**config.mk**
```make
export PLATFORM = sky130hd
export DESIGN_NAME = multi_song_player
export DESIGN_NICKNAME = d
export VERILOG_FILES = /design/src/rtl/multi_song_player_pkg.sv /design/src/rtl/multi_song_player_tick_gen.sv /design/src/rtl/multi_song_player.sv
export SDC_FILE = /design/constraint.sdc
export NUM_CORES = 1
export LEC_CHECK = 0
export BUFFER_PORTS_ARGS = -buffer_cell sky130_fd_sc_hd__clkbuf_2
export CAP_MARGIN = 10
export CORE_ASPECT_RATIO = 2
export CORE_UTILIZATION = 30
export CTS_CLUSTER_SIZE = 14
export DETAILED_ROUTE_END_ITERATION = 6
export GPL_TIMING_DRIVEN = 0
export HOLD_SLACK_MARGIN = 0.12
export RECOVER_POWER = 50
export SETUP_SLACK_MARGIN = 0.5
export SLEW_MARGIN = 20
export SYNTH_ARGS = -nofsm -noshare
export SYNTH_HDL_FRONTEND = slang
export SYNTH_SLANG_ARGS = --single-unit
```
**constraint.sdc**
```tcl
create_clock -name clk -period 2.8 [get_ports clk]
set_clock_uncertainty 0.05 [all_clocks]
set_input_delay 0.56 -clock clk [delete_from_list [all_inputs] [get_ports clk]]
set_output_delay 0.56 -clock clk [all_outputs]
set_load 0.02 [all_outputs]
```
**src/rtl/multi_song_player_pkg.sv**
```systemverilog
// Shared definitions for the multi-song player.
// Holds the FSM state encodings (the 2-bit values also drive the state output),
// the loop_mode codes and the bit layout of a ROM word {note, dur}.
package multi_song_player_pkg;

  // FSM state encodings; ST_FETCH is internal and is reported as ST_PLAY.
  localparam logic [1:0] ST_STOP  = 2'b00;
  localparam logic [1:0] ST_PLAY  = 2'b01;
  localparam logic [1:0] ST_PAUSE = 2'b10;
  localparam logic [1:0] ST_FETCH = 2'b11;

  // loop_mode codes; 2'b11 falls through to play-once behaviour.
  localparam logic [1:0] MODE_ONCE    = 2'b00;
  localparam logic [1:0] MODE_REPEAT  = 2'b01;
  localparam logic [1:0] MODE_ADVANCE = 2'b10;

  // ROM word layout: {note, dur[3:0]}.
  localparam int unsigned DUR_W    = 4;
  localparam int unsigned DUR_LSB  = 0;
  localparam int unsigned NOTE_LSB = DUR_LSB + DUR_W;

endpackage

```
**src/rtl/multi_song_player_tick_gen.sv**
```systemverilog
// Duration tick divider.
// Counts 0..TICK_DIV-1 while hold_i is low and flags the last count with wrap_o.
//   clk, rst : clock, asynchronous active-high reset
//   clear_i  : synchronous clear of the count (wins over hold_i)
//   hold_i   : freeze the count
//   wrap_o   : high in the cycle the count rolls over to 0
module multi_song_player_tick_gen #(
  parameter int unsigned TICK_DIV = 12_500_000
) (
  input  logic clk,
  input  logic rst,
  input  logic clear_i,
  input  logic hold_i,
  output logic wrap_o
);

  localparam int unsigned CntW = $clog2(TICK_DIV);
  localparam logic [CntW-1:0] CntMax = CntW'(TICK_DIV - 1);

  logic [CntW-1:0] cnt_d, cnt_q;

  assign wrap_o = !clear_i && !hold_i && (cnt_q == CntMax);

  always_comb begin
    cnt_d = cnt_q;
    if (clear_i) begin
      cnt_d = '0;
    end else if (!hold_i) begin
      cnt_d = (cnt_q == CntMax) ? '0 : cnt_q + 1'b1;
    end
  end

  always_ff @(posedge clk or posedge rst) begin
    if (rst) begin
      cnt_q <= '0;
    end else begin
      cnt_q <= cnt_d;
    end
  end

endmodule

```
**src/rtl/multi_song_player.sv**
```systemverilog
// Multi-song note sequencer.
// Walks a ROM of {note, dur} words per song, sounding each note for dur ticks, with
// play/pause/stop/next/prev buttons and play-once / repeat / advance-playlist modes.
//   clk, rst, en      : clock, asynchronous active-high reset, global enable
//   *_p               : single-cycle button pulses (priority stop > pause > play > next > prev)
//   loop_mode         : end-of-song behaviour
//   rom_addr/rom_data : {song_idx, note_idx} address, data valid one cycle later
//   note, state       : sounding note (0 outside PLAY), 00 STOP / 01 PLAY / 10 PAUSE
//   song_idx          : selected song; song_done pulses when a song ends
module multi_song_player
  import multi_song_player_pkg::*;
#(
  parameter int unsigned NUM_SONGS  = 4,
  parameter int unsigned SONG_DEPTH = 64,
  parameter int unsigned NOTE_W     = 5,
  parameter int unsigned TICK_DIV   = 12_500_000
) (
  input  logic                                             clk,
  input  logic                                             rst,
  input  logic                                             en,
  input  logic                                             play_p,
  input  logic                                             pause_p,
  input  logic                                             stop_p,
  input  logic                                             next_p,
  input  logic                                             prev_p,
  input  logic [1:0]                                       loop_mode,
  output logic [$clog2(NUM_SONGS)+$clog2(SONG_DEPTH)-1:0]  rom_addr,
  input  logic [NOTE_W+DUR_W-1:0]                          rom_data,
  output logic [NOTE_W-1:0]                                note,
  output logic [1:0]                                       state,
  output logic [$clog2(NUM_SONGS)-1:0]                     song_idx,
  output logic                                             song_done
);

  localparam int unsigned SongW = $clog2(NUM_SONGS);
  localparam int unsigned IdxW  = $clog2(SONG_DEPTH);
  localparam logic [SongW-1:0] LastSong = SongW'(NUM_SONGS - 1);
  localparam logic [IdxW-1:0]  LastIdx  = IdxW'(SONG_DEPTH - 1);

  logic [1:0]        state_d, state_q;
  logic [SongW-1:0]  song_d, song_q;
  logic [IdxW-1:0]   idx_d, idx_q;
  logic [NOTE_W-1:0] note_d, note_q;
  logic [DUR_W-1:0]  dur_d, dur_q;
  logic [DUR_W-1:0]  dcnt_d, dcnt_q;
  logic              fetch_ph_d, fetch_ph_q;   // 0: address cycle, 1: capture cycle
  logic              stop_pend_d, stop_pend_q; // stop seen while fetching

  logic [DUR_W-1:0]  rom_dur;
  logic [NOTE_W-1:0] rom_note;
  logic              nav, tick_run, tick_clear, tick_wrap, note_last, song_end;

  function automatic logic [SongW-1:0] song_step(input logic [SongW-1:0] s, input logic up);
    if (up) begin
      return (s == LastSong) ? '0 : s + 1'b1;
    end
    return (s == '0) ? LastSong : s - 1'b1;
  endfunction

  assign rom_dur  = rom_data[DUR_LSB +: DUR_W];
  assign rom_note = rom_data[NOTE_LSB +: NOTE_W];

  // Navigation in PLAY only when no higher-priority pulse is present.
  assign nav = !stop_p && !pause_p && !play_p && (next_p || prev_p);

  // Ticks advance only on cycles where PLAY keeps playing the current note.
  assign tick_run   = en && (state_q == ST_PLAY) && !stop_p && !pause_p && !nav;
  assign tick_clear = en && ((state_q == ST_STOP) || (state_q == ST_FETCH));
  assign note_last  = ({1'b0, dcnt_q} + 1'b1) == {1'b0, dur_q};

  multi_song_player_tick_gen #(
    .TICK_DIV (TICK_DIV)
  ) u_tick_gen (
    .clk     (clk),
    .rst     (rst),
    .clear_i (tick_clear),
    .hold_i  (!tick_run),
    .wrap_o  (tick_wrap)
  );

  always_comb begin
    state_d     = state_q;
    song_d      = song_q;
    idx_d       = idx_q;
    note_d      = note_q;
    dur_d       = dur_q;
    dcnt_d      = dcnt_q;
    fetch_ph_d  = fetch_ph_q;
    stop_pend_d = stop_pend_q;
    song_end    = 1'b0;

    if (en) begin
      unique case (state_q)
        ST_STOP: begin
          // stop/pause outrank play even though they do nothing here.
          if (!stop_p && !pause_p) begin
            if (play_p) begin
              state_d    = ST_FETCH;
              idx_d      = '0;
              fetch_ph_d = 1'b0;
            end else if (next_p || prev_p) begin
              song_d = song_step(song_q, next_p);
            end
          end
        end
        ST_FETCH: begin
          if (!fetch_ph_q) begin
            fetch_ph_d  = 1'b1;
            stop_pend_d = stop_pend_q || stop_p;
          end else begin
            fetch_ph_d  = 1'b0;
            stop_pend_d = 1'b0;
            note_d      = rom_note;
            dur_d       = rom_dur;
            dcnt_d      = '0;
            if (stop_pend_q || stop_p) begin
              state_d = ST_STOP;
              idx_d   = '0;
            end else if (rom_dur == '0) begin
              song_end = 1'b1;
            end else begin
              state_d = ST_PLAY;
            end
          end
        end
        ST_PLAY: begin
          if (stop_p) begin
            state_d = ST_STOP;
            idx_d   = '0;
          end else if (pause_p) begin
            state_d = ST_PAUSE;
          end else if (nav) begin
            song_d     = song_step(song_q, next_p);
            idx_d      = '0;
            state_d    = ST_FETCH;
            fetch_ph_d = 1'b0;
          end else if (tick_wrap) begin
            if (note_last) begin
              dcnt_d = '0;
              if (idx_q == LastIdx) begin
                song_end = 1'b1;
              end else begin
                idx_d      = idx_q + 1'b1;
                state_d    = ST_FETCH;
                fetch_ph_d = 1'b0;
              end
            end else begin
              dcnt_d = dcnt_q + 1'b1;
            end
          end
        end
        ST_PAUSE: begin
          if (stop_p) begin
            state_d = ST_STOP;
            idx_d   = '0;
          end else if (pause_p || play_p) begin
            state_d = ST_PLAY;
          end
        end
        default: state_d = ST_STOP;
      endcase

      if (song_end) begin
        idx_d      = '0;
        fetch_ph_d = 1'b0;
        unique case (loop_mode)
          MODE_REPEAT:  state_d = ST_FETCH;
          MODE_ADVANCE: begin
            state_d = ST_FETCH;
            song_d  = song_step(song_q, 1'b1);
          end
          default:      state_d = ST_STOP;
        endcase
      end
    end
  end

  always_ff @(posedge clk or posedge rst) begin
    if (rst) begin
      state_q     <= ST_STOP;
      song_q      <= '0;
      idx_q       <= '0;
      note_q      <= '0;
      dur_q       <= '0;
      dcnt_q      <= '0;
      fetch_ph_q  <= 1'b0;
      stop_pend_q <= 1'b0;
    end else begin
      state_q     <= state_d;
      song_q      <= song_d;
      idx_q       <= idx_d;
      note_q      <= note_d;
      dur_q       <= dur_d;
      dcnt_q      <= dcnt_d;
      fetch_ph_q  <= fetch_ph_d;
      stop_pend_q <= stop_pend_d;
    end
  end

  assign state     = (state_q == ST_FETCH) ? ST_PLAY : state_q;
  assign note      = (state_q == ST_PLAY) ? note_q : '0;
  assign song_idx  = song_q;
  assign rom_addr  = {song_q, idx_q};
  assign song_done = song_end;

endmodule

```
# == Word-level counts from Yosys, hierarchy flattened ==
# Index checks and enable logic that the tools add are counted.
# totals
latchBits,0
ramBits,0
ff_bits,49
in_bits,19
mem_bits_ro,0
mem_count,0
output_inout_bits,18
wordCells,174
# classes
n_shift,0
eq_ne,33
reduce_logical,32
n_div,0
magnitude_cmp,0
n_mux,94
n_bitwise,0
mul,0
n_addsub,6
# op_table
op,count
24-bit two-way mux,3
6-bit two-way mux,12
2-bit two-way mux,30
1-bit two-way mux,36
"24-bit by 1-bit adder with 24-bit output, second input constant",1
"24-bit == test, second input constant",1
4-bit two-way mux,6
6-bit case mux with 4 select lines,1
"4-bit by 3-bit != test with 1-bit output, second input constant",5
"6-bit by 5-bit != test with 1-bit output, second input constant",3
9-bit AND reduction,2
"3-bit by 2-bit != test with 1-bit output, second input constant",5
"5-bit by 4-bit != test with 1-bit output, second input constant",3
1-bit logical AND,10
"2-bit != test, second input constant",5
10-bit AND reduction,1
"2-bit == test, second input constant",4
2-bit case mux with 4 select lines,1
4-bit case mux with 2 select lines,1
7-bit AND reduction,1
"6-bit by 1-bit adder with 6-bit output, second input constant",1
"6-bit == test, second input constant",1
"4-bit by 1-bit adder with 5-bit output, second input constant",1
5-bit by 4-bit == test with 1-bit output,1
20 further kinds,30

# == Logic depth before layout (Yosys ltp) ==
# Gate-level depths: netlist (run 1).
# depth
depth_word,19
ltp_mapped,9
mapped_depth_nobuf,8

# == Hierarchy ==
# From an unflattened synthesis (run 1), not the netlist that was laid out.
# hier_totals
cells_unflattened,363
area_unflattened_um2,3251.9
# by_module_without_submodules
module,cells_per_inst,seq_area_each_um2,instances,area_each_um2
multi_song_player,191,625.6,1,1756.7
multi_song_player_tick_gen,172,600.6,1,1495.2

# == Worst setup path before layout (run 1) ==
# Ideal clock, no wire load.
# synth_path
kind,input-to-output
startpoint,input stop_p
endpoint,output song_done
path_buffers,1
required_ps,2190
slack_ps,-74
arrival_time_ps,2264
stages,6
path_cell_list,buf_2 nor3b_2 o2111ai_2 nor4_4 a32oi_2 nor3_1
# synth_between
elab_chain_len,15
word_cells_on_any_way,20
classes_between,9 x mux; 11 x reduce/logical
# synth_rtl
element,line,text
from (decl),multi_song_player.sv:23,"input logic stop_p,"
1-bit logical NOT,"multi_song_player.sv:64, multi_song_player.sv:67",
1-bit logical AND (3 in a row),multi_song_player.sv:64,assign nav = !stop_p && !pause_p && !play_p && (next_p || prev_p);
1-bit logical NOT,multi_song_player.sv:67,assign tick_run = en && (state_q == ST_PLAY) && !stop_p && !pause_p && !nav;
1-bit logical AND,multi_song_player.sv:67,
1-bit logical AND (2 in a row),multi_song_player_tick_gen.sv:22,assign wrap_o = !clear_i && !hold_i && (cnt_q == CntMax);
1-bit two-way mux,multi_song_player.sv:137,end else if (tick_wrap) begin
1-bit two-way mux,multi_song_player.sv:132,end else if (nav) begin
1-bit two-way mux,multi_song_player.sv:130,end else if (pause_p) begin
1-bit two-way mux,multi_song_player.sv:127,if (stop_p) begin
1-bit case mux with 2 select lines (*),multi_song_player.sv:93,unique case (state_q)
1-bit two-way mux (*) (2 in a row),multi_song_player.sv:92,if (en) begin
to (decl),multi_song_player.sv:32,output logic song_done
# Mark *: on every way between the ends. The rest lies on a longest branch, timed or not. The select of a mux whose other input is x is not followed.

# == Final worst setup path (run 1) ==
# layout_path
startpoint,register dcnt_q[0]
endpoint,output song_done
# layout_between
elab_chain_len,10
# layout_rtl
element,line,text
from (decl),multi_song_player.sv:45,"logic [DUR_W-1:0] dcnt_d, dcnt_q;"
from (signal assigned),multi_song_player.sv:194,dcnt_q <= dcnt_d;
4-bit by 1-bit adder with 5-bit output,multi_song_player.sv:69,"assign note_last = ({1'b0, dcnt_q} + 1'b1) == {1'b0, dur_q};"
5-bit by 4-bit == test with 1-bit output,multi_song_player.sv:69,
1-bit two-way mux,multi_song_player.sv:138,if (note_last) begin
1-bit two-way mux,multi_song_player.sv:137,
1-bit two-way mux,multi_song_player.sv:132,
1-bit two-way mux,multi_song_player.sv:130,
1-bit two-way mux,multi_song_player.sv:127,
1-bit case mux with 2 select lines,multi_song_player.sv:93,
1-bit two-way mux (2 in a row),multi_song_player.sv:92,
# No other way between the ends. The select of a mux whose other input is x is not followed.

==> results of run 1 <==
sequential cells by signal, summed over array words and instances, names as in the netlist:
| register | flops |
|---|---|
| dcnt_q | 4 |
| dur_q | 4 |
| fetch_ph_q | 1 |
| idx_q | 6 |
| note_q | 5 |
| song_idx | 2 |
| state_q | 2 |
| stop_pend_q | 1 |
| u_tick_gen.cnt_q | 24 |
power by group:
group / switching, uW / internal (uW) / total (uW)
Clock: 292 / 447 / 739
Sequential: 107 / 835 / 942
Combinational: 855 / 722 / 1580
Total: 1250 / 2000 / 3260
layout make-up:
class / instances / area [um^2]
Fill cell: 994 / 5910
Multi-Input combinational cell: 283 / 2130
Sequential cell: 49 / 1230
Timing Repair Buffer: 66 / 449
Tap cell: 135 / 169
Clock buffer: 6 / 139
Buffer: 14 / 101
Inverter: 13 / 48.8
Clock inverter: 2 / 37.5
cell families (layout without fill, tap and decap cells):
family,after synthesis,in the layout
XOR/XNOR,10,10
multiplexers,14,14
buffers and inverters,27,101
adder cells (fa/ha/maj),10,10
flip-flops,49,49
AO/OA/AOI/OAI,93,93
AND/OR/NAND/NOR,156,156
layout by cell type (no fill, tap or decap), drive strengths merged, types with 3 or more instances in the layout:
cell    Yosys  layout
mux2i       3       3
dfrtp      49      49
o41ai       3       3
or3         5       5
mux2       11      11
a31oi       7       7
and2        7       7
nor3       13      13
nor3b       3       3
a21oi       8       8
and3        9       9
o21ai      45      45
inv        12      12
nor4       10      10
clkbuf      9      45
nand2b      6       6
xnor2       3       3
nand3      26      26
buf         5      40
o22ai       4       4
and4        3       3
xor2        7       7
nand2      34      34
nor2       21      21
o31ai       8       8
ha         10      10
nor2b       5       5
nand4       6       6
a211o       4       4
layer usage:
metal,vias up,share of wire [%]
met5,-,0
met4,0,2.9
li1,1477,-
met3,15,2.8
met1,1527,35
met2,75,59
worst paths after layout:
kind,start,to,slack [ps],depth (start not counted)
min reg2reg,u_tick_gen.cnt_q[19],u_tick_gen.cnt_q[19],430,1
max,dcnt_q[0],song_done,0.9,6
max in group asynchronous,rst,u_tick_gen.cnt_q[2],410,3
min,rst,note_q[1],290,2
max reg2reg,dcnt_q[0],idx_q[0],130,8
min in group clk,u_tick_gen.cnt_q[19],u_tick_gen.cnt_q[19],430,1
stage by stage:
stage | utilization, % | TNS, ps
floorplan | - | 0
global placement | 35.0 | -7.80
detailed placement | 35.2 | 0
CTS | 40.8 | -134
global route | 42.2 | -208
finish | 42.2 | 0
timing repair:
action                     4_1_cts  5_1_grt
setup buffers                   21        9
setup endpoints to repair       42       45
gates resized for setup         51       33
pin swaps                       16       12
==> impl_results.md, run 1 <==
- Fmax: 0.357 GHz
- Worst skew pair latency: 290 ps
- CP Cell Sequence: ha_4 > or3_4 > a2111oi_4 > a32oi_4 > nor3_4 > clkbuf_8
- Slack of the critical path: 0.850 ps
- Post-synthesis cell count: 359
- Die Area: 11000 um^2
- Avg Inst Size Synth: roughly 8.8 um^2
- Worst path max stage delay: 440 ps
- Post-route minimum period: around 2800 ps
- Asr flop ratio synth: 100%
- Final Non-Filler Cells: 568
- Synth area leaders: dfrtp_1 39%, o21ai_0 6.0%, nand3_1 4.1%
- Post-synth top flop: dfrtp_1
- Top cell type's share of synthesized area: 38.6%
- Netlist cell types: 54
- Xor and xnor fraction of the mapped netlist area: under 10%
- #FFs+latches synth: 49
- Compound-cell area share of the yosys netlist: 19.3%
- Worst-Margin Slew: 1510 ps
- Power per cell area: 756 nW/um^2
- Final Cycle Share: 100%
- Ports: 37
- Adder-cell share of the synthesized area: 3.94%
- H-tree Lvls: 2
- Largest net degree at the start of global routing: 33
- Critical path class: reg2out
- Nets@finish: 461
- Initial core utilization: 31.1%
- CP startpoint kind: flip-flop
- CTS root buffer: clkbuf_16
- Worst EP arrival: 2190 ps
- WHS: 292 ps
- Initial antenna violation count: 0
- CTS tree: done
- Worst vdd ir: 0.420 mV
- Pleak: between 0.0015 and 0.002 uW
- Vias in the first global route: 3146
- HP Class: in2async
- GRT Residual Overflow: 0
- RSZ-0062 raised after global routing: yes
- Met1 usage: 17.8%
- YS warnings: 0
- 1st-pass router iterations: 5
- Synth Area in Simple Gates: a little over a quarter
- Total clock sinks: slightly below 50
- Critical path's slowest cell: dfrtp_2
- Critical-path maximum fanout: 2
- Wire per inst: 16.9 um
- Fin. max-slew vios: 33
- CP Capture Type: output port
- DRT antenna net count: 0
- First-pass GRT wire length: 15300 um
- Met3 GRT Util: under 10%
- Count of buffers from port buffering: 35
- Post-synthesis mux area share: 4.96%
- Crit-path leading delay family: compound AO/OA/AOI/OAI gates
- Post-DP HPWL: 6790 um
- Failing checks: capacitance limit, slew limit
- Core Rows: 52
- Sequential area share after synthesis: 38.6%
- Worst EP required: about 2200 ps
- Die height: roughly 150 um
- Post-DP Area: 3590 um^2
- Clock transition at path regs: 70 ps
- Top Usage Layer GRT: met2
- Die width: 74.8 um
- Area Growth Syn to Fin: 35.6%
- Core area: 10200 um^2
- Hold Fails Final Rpt: 0
- Power consumption: 3260 uW
- Total number of vias: ~3100
- Most common library cells after synthesis: 49 x dfrtp_1, 38 x o21ai_0, 34 x nand2_1, 26 x nand3_1, 21 x nor2_1
- CTS Hold Bufs: 0
- Inst Count DP: 530
- Setup WS pre-CTS: 1.47 ps
- Initial DRC Count: about 210
- Final setup vio count: 0
- Largest area contributor in the netlist: dfrtp_1
- Gp weighted congestion: 0.942
- Slew HR: -0.760%
- CP Buf/Inv Count: 1
- Cell Area, Synth: 3180 um^2
- Max cap viols: 1
- Clock Path Buffers: 2
- DRC violations left: 0
- Number of synthesized flops with an enable pin: 0
- Global Route Usage Sum: 18.2%
- Mapped Nets: slightly below 400
- CTS Buf Count: 5
- Share of post-route cells with drive strength above 1: 31.4%
- Largest family of logic cells by synthesized area: simple AND/OR/NAND/NOR gates
- Post-Route WL: 9580 um
- Inserted Diodes: 0
- GR Layer Usage met2: 34.0%
- Top-count cell post-synth: dfrtp_1
- Design area: 4310 um^2
- Vias per cell: 5.45
- Run status: finished with violations
Power figures use the tool's default switching activity.
==> run 2, diff against run 1 <==
--- a/constraint.sdc
+++ b/constraint.sdc
@@ -3,3 +3,3 @@
 set_input_delay 0.56 -clock clk [delete_from_list [all_inputs] [get_ports clk]]
 set_output_delay 0.56 -clock clk [all_outputs]
-set_load 0.02 [all_outputs]
+set_load 0.1 [all_outputs]
==> run 2 against run 1 <==
The flow finishes with violations (setup timing). First-iteration DRC count shrank 22%. Critical endpoint unchanged. Final area is essentially flat. Power grew 10%. Routed wire length shrank 2.3%. Maximum frequency shrank 2.8%. Hold slack gained 100 ps. Critical path depth grew 1.
==> impl_results.md, run 2 (synthesized netlist as in run 1, its figures left out) <==
- Run status: finished with violations
- Failing checks: setup timing
- Worst skew pair latency: around 300 ps
- Total number of vias: 3098
- Slack of the critical path: -80.9 ps
- Crit-path leading delay family: simple AND/OR/NAND/NOR gates
- RSZ-0062 raised after global routing: yes
- Biggest regs: u_tick_gen.cnt_q x24, idx_q x6, note_q x5
- Clock Path Buffers: 2
- CTS tree: done
- GRT Residual Overflow: 0
- Max reg flops: 24
- Die width: 74.8 um
- Final Non-Filler Cells: 567
- Hold Fails Final Rpt: 0
- R2R cell count: 11
- Final Cycle Share: 103%
- Most frequent cells in the layout: 44 x dfrtp_1, 38 x o21ai_0, 32 x nand2_1, 28 x clkbuf_2, 26 x buf_4
- CTS Buf Count: 5
- Count of buffers from port buffering: 35
- WHS: 392 ps
- Die height: around 150 um
- DRT antenna net count: 0
- Area Growth Syn to Fin: 35.7%
- Layout Utilization: 42.2%
- H-tree Lvls: 2
- Vias in the first global route: 3015
- HP Class: in2async
- Pleak: between 0.0015 and 0.002 uW
- Setup WS pre-CTS: -315 ps
- Post-route minimum period: 2880 ps
- Post-DP HPWL: slightly below 7000 um
- Total clock sinks: a little under 50
- Final setup vio count: 5
- 1st-pass router iterations: 4
- Power consumption: 3600 uW
- Inserted Diodes: 0
- Core Rows: 52
- Largest net degree at the start of global routing: 27
- Nets@finish: 460
- Clock transition at path regs: 70 ps
- Worst EP required: 2190 ps
- Ports: 37
- Power per cell area: 834 nW/um^2
- Largest Register: u_tick_gen.cnt_q
- Share of post-route cells with drive strength above 1: between 30% and 40%
- Critical path depth in cells: 7
- Worst-Margin Slew: 1250 ps
- Worst EP arrival: 2270 ps
- Inst Count DP: 530
- Die Area: 11000 um^2
- First-pass GRT wire length: 14700 um
- Critical path's slowest cell: dfrtp_1
- Most common cell after layout, fill and taps aside: dfrtp_1
- Max cap viols: 0
- CTS root buffer: clkbuf_16
- CP Capture Type: output port
- Fmax: about 0.35 GHz
- Worst vdd ir: around 0.37 mV
- CP Cell Sequence: ha_2 > and4_4 > nand2_2 > nor4_4 > a32oi_4 > nor3_4 > clkbuf_16
- CP startpoint kind: flip-flop
- Slew HR: 16.9%
- Initial core utilization: 31.1%
- Global Route Usage Sum: 17.7%
- Core area: 10200 um^2
- Vias per cell: 5.46
- Fin. max-slew vios: 0
- Critical path class: reg2out
- Post-Route WL: 9360 um
- Worst path max stage delay: 400 ps
- Initial antenna violation count: 0
- Initial DRC Count: 162
- Critical-path maximum fanout: 5
- DRC violations left: 0
- Wire per inst: 16.5 um
- Gp weighted congestion: 0.892
- CP Buf/Inv Count: 1
## run 2: final cells by class
cell class	count	area, um^2
plain buffers	14	87.6
clock buffers	5	125
clock inverters	3	68.8
fillers	1001	5900
inverters	13	48.8
multi-input cells	283	2060
flip-flops and latches	49	1230
well taps	135	169
repair buffers	65	515
## run 2: per-stage QoR
| step | cell area [um^2] | TNS (ps) |
|---|---|---|
| after CTS | 4150 | -551 |
| after global routing | 4310 | -1180 |
| after floorplan | 3250 | -231 |
| final | 4310 | -188 |
| after global placement | 3590 | -333 |
| after detailed placement | 3610 | -359 |
## run 2: timing repair
item	4_1_cts	5_1_grt
gates resized for setup	46	26
endpoints found under the setup margin	44	44
buffers inserted	18	11
hold buffers	0	0
pin swaps	8	8
## run 2: power by group
group / internal [uW] / total (uW) / switching (uW)
sequential: 838 / 941 / 104
clock: 516 / 803 / 288
combinational: 667 / 1850 / 1180
total: 2020 / 3600 / 1570
## run 2: worst register-to-register path, delay by kind of cell (launching register included)
| kind | cells | cell delay [ps] |
|---|---|---|
| buf+inv | 4 | 470 |
| mux | 1 | 300 |
| compound gates | 2 | 530 |
| simple gates | 3 | 750 |
| fa+ha+maj | 1 | 250 |
| flops | 1 | 400 |
## run 2: worst paths after layout
path | slack [ps] | from | endpoint
setup reg to reg | -60 | u_tick_gen.cnt_q[0] | idx_q[0]
max in group asynchronous | 440 | rst | state_q[0]
setup / recovery | -80 | u_tick_gen.cnt_q[0] | song_done
hold / removal | 390 | rst | note_q[0]
hold reg to reg | 430 | u_tick_gen.cnt_q[23] | u_tick_gen.cnt_q[23]
min in group clk | 430 | u_tick_gen.cnt_q[23] | u_tick_gen.cnt_q[23]
## run 2: layer usage
layer	global-route usage [%]	part of all wire, %	vias up
met2	32.9	56	88
met1	17.7	35	1505
met3	3.27	3.8	33
met4	9.06	4.6	0
li1	-	-	1472
met5	0	0	-
==> run 3, diff against run 2 <==
CORE_MARGIN = 2   (was not set)
SLEW_MARGIN = 25   (was 20)
==> run 3 against run 2 <==
The run ends with capacitance limit, slew limit, setup timing left. Critical path depth is 1 higher. Cell count is 1.2% higher. Die area is 4.1% higher. Sequential cell count stayed put. First-iteration DRC count is 20% higher. Register-to-register slack better by 170 ps. Via count hardly changed. Maximum frequency is 0.75% lower. Critical path type unchanged. Critical endpoint unchanged.
==> impl_results.md, run 3 (synthesized netlist as in run 1, its figures left out) <==
- First-pass GRT wire length: approximately 15000 um
- RSZ-0062 raised after global routing: yes
- Initial DRC Count: approximately 200
- Pleak: 0.00184 uW
- Power consumption: 3560 uW
- Post-route minimum period: just under 3000 ps
- R2R cell count: 12
- Slack of the critical path: -103 ps
- Critical-path maximum fanout: 3
- Total number of vias: 3095
- Hold Path End: u_tick_gen.cnt_q[23]
- Worst setup startpoint: state_q[1]
- Failing checks: capacitance limit, slew limit, setup timing
- HP Class: reg2reg
- Run status: finished with violations
- Register area: 1240 um^2
- Inst Count DP: about 530
- Fin. max-slew vios: 50
- DRT antenna net count: 0
- Worst EP arrival: around 2300 ps
- Area Growth Syn to Fin: 38.6%
- Setup WS pre-CTS: -318 ps
- Routed wl met3: ~350 um
- CP Capture Type: output port
- M1 WL: between 3000 and 4000 um
- DRC violations left: 0
- Die Area: 11500 um^2
- Ports: 37
- Most common cell after layout, fill and taps aside: o21ai_0
- FF-to-FF End: dcnt_q[3]
- GRT Residual Overflow: 0
- Count of buffers from port buffering: 35
- CTS Hold Bufs: 0
- Largest Register: u_tick_gen.cnt_q
- Hold Fails Final Rpt: 0
- Worst path max stage delay: 400 ps
- Top Metal Used: met4
- CTS Buf Count: 5
- Post-DP HPWL: 6650 um
- Final setup TNS: -103 ps
- Die width: roughly 77 um
- Vias per cell: 5.39
- Gp weighted congestion: between 0.9 and 1
- 1st-pass router iterations: 4
- Min-delay src: u_tick_gen.cnt_q[23]
- Largest net degree at the start of global routing: 50
- Final Cycle Share: 104%
- Critical path class: reg2out
- Inserted Diodes: 0
- Critical path's slowest cell: nor4_4
- H-tree Lvls: 2
- Wire per inst: 16.4 um
- Most frequent cells in the layout: 38 x o21ai_0, 36 x dfrtp_1, 33 x nand2_1, 28 x clkbuf_2, 27 x buf_4
- Max reg flops: 24
- Met2 wire length: 5390 um
- Share of post-route cells with drive strength above 1: 35.9%
- Multi-input gate area: 2120 um^2
- Die height: 150 um
- R2R Path Start: state_q[1]
- Fillers: 1011
- Total clock sinks: 49
- Core area: 10400 um^2
- Initial antenna violation count: 0
- Final setup vio count: 1
- CTS tree: done
- CP Cell Sequence: inv_2 > ha_4 > nor3b_4 > o2111ai_4 > nor4_4 > a32oi_4 > nor3_4 > clkbuf_16
- CP startpoint kind: flip-flop
- Initial core utilization: 30.5%
- Worst skew pair latency: roughly 290 ps
- Worst EP required: 2190 ps
- Clock Path Buffers: 2
- Register-to-register setup slack: 110 ps
- Worst-Margin Slew: 1920 ps
- Fmax: roughly 0.34 GHz
- Vias in the first global route: 3117
- Global Route Usage Sum: 16.7%
- Power per cell area: a little over 800 nW/um^2
- Worst vdd ir: 0.365 mV
- Nets@finish: 465
- Slew HR: -28.3%
- Biggest regs: u_tick_gen.cnt_q x24, idx_q x6, note_q x5
- Final Non-Filler Cells: about 570
- Worst Hold Path Cells: 1
- Core Rows: 53
- Max cap viols: 1
- Clock transition at path regs: 70 ps
- Post-Route WL: 9440 um
- CTS root buffer: clkbuf_16
-- run 3: routing by layer --
metal	global-route usage, %	vias up
met3	3.14	30
met4	8.82	0
met5	0	-
met2	33.1	75
met1	15.8	1515
li1	-	1475
-- run 3: cell type report --
class | instances | share of cell area, %
multi-input combinational | 283 | 48.2
sequential | 49 | 28.2
timing repair buffer | 70 | 12.8
tap | 137 | 3.89
clock buffer | 6 | 2.93
buffer | 14 | 2.56
inverter | 13 | 1.11
clock inverter | 2 | 0.313
-- run 3: worst max-delay path by stage --
stage	endpoint	cells after the start
6_report	song_done	8
3_5_place_dp	song_done	6
4_1_cts	song_done	6
3_3_place_gp	song_done	7
2_1_floorplan	song_done	5
5_1_grt	song_done	8
-- run 3: worst max-delay path: cells and delay by family (launching register included) --
kind / cells / cell delay, ps
adder cells (fa/ha/maj): 1 / 130
AO/OA/AOI/OAI: 2 / 350
flip-flops: 1 / 390
buffers and inverters: 2 / 310
AND/OR/NAND/NOR: 3 / 810
-- run 3: power breakdown --
part           internal (uW)  switching, uW  total (uW)
sequential               839            107         946
combinational            782           1230        2010
clock                    334            277         611
-- run 3: timing repair --
action                                  4_1_cts  5_1_grt
pin swaps                                    15       11
endpoints found under the setup margin       44       40
gates resized for setup                      58       41
cloned                                        0        0
buffers inserted                             25       10
-- run 3: stage by stage --
stage               utilization [%]  hold slack [ps]  cell area, um^2
floorplan                         -              387             3250
global placement               34.5              412             3600
detailed placement             34.6              421             3600
CTS                            40.3              323             4190
global route                   42.3              445             4400
finish                         42.3              427             4400
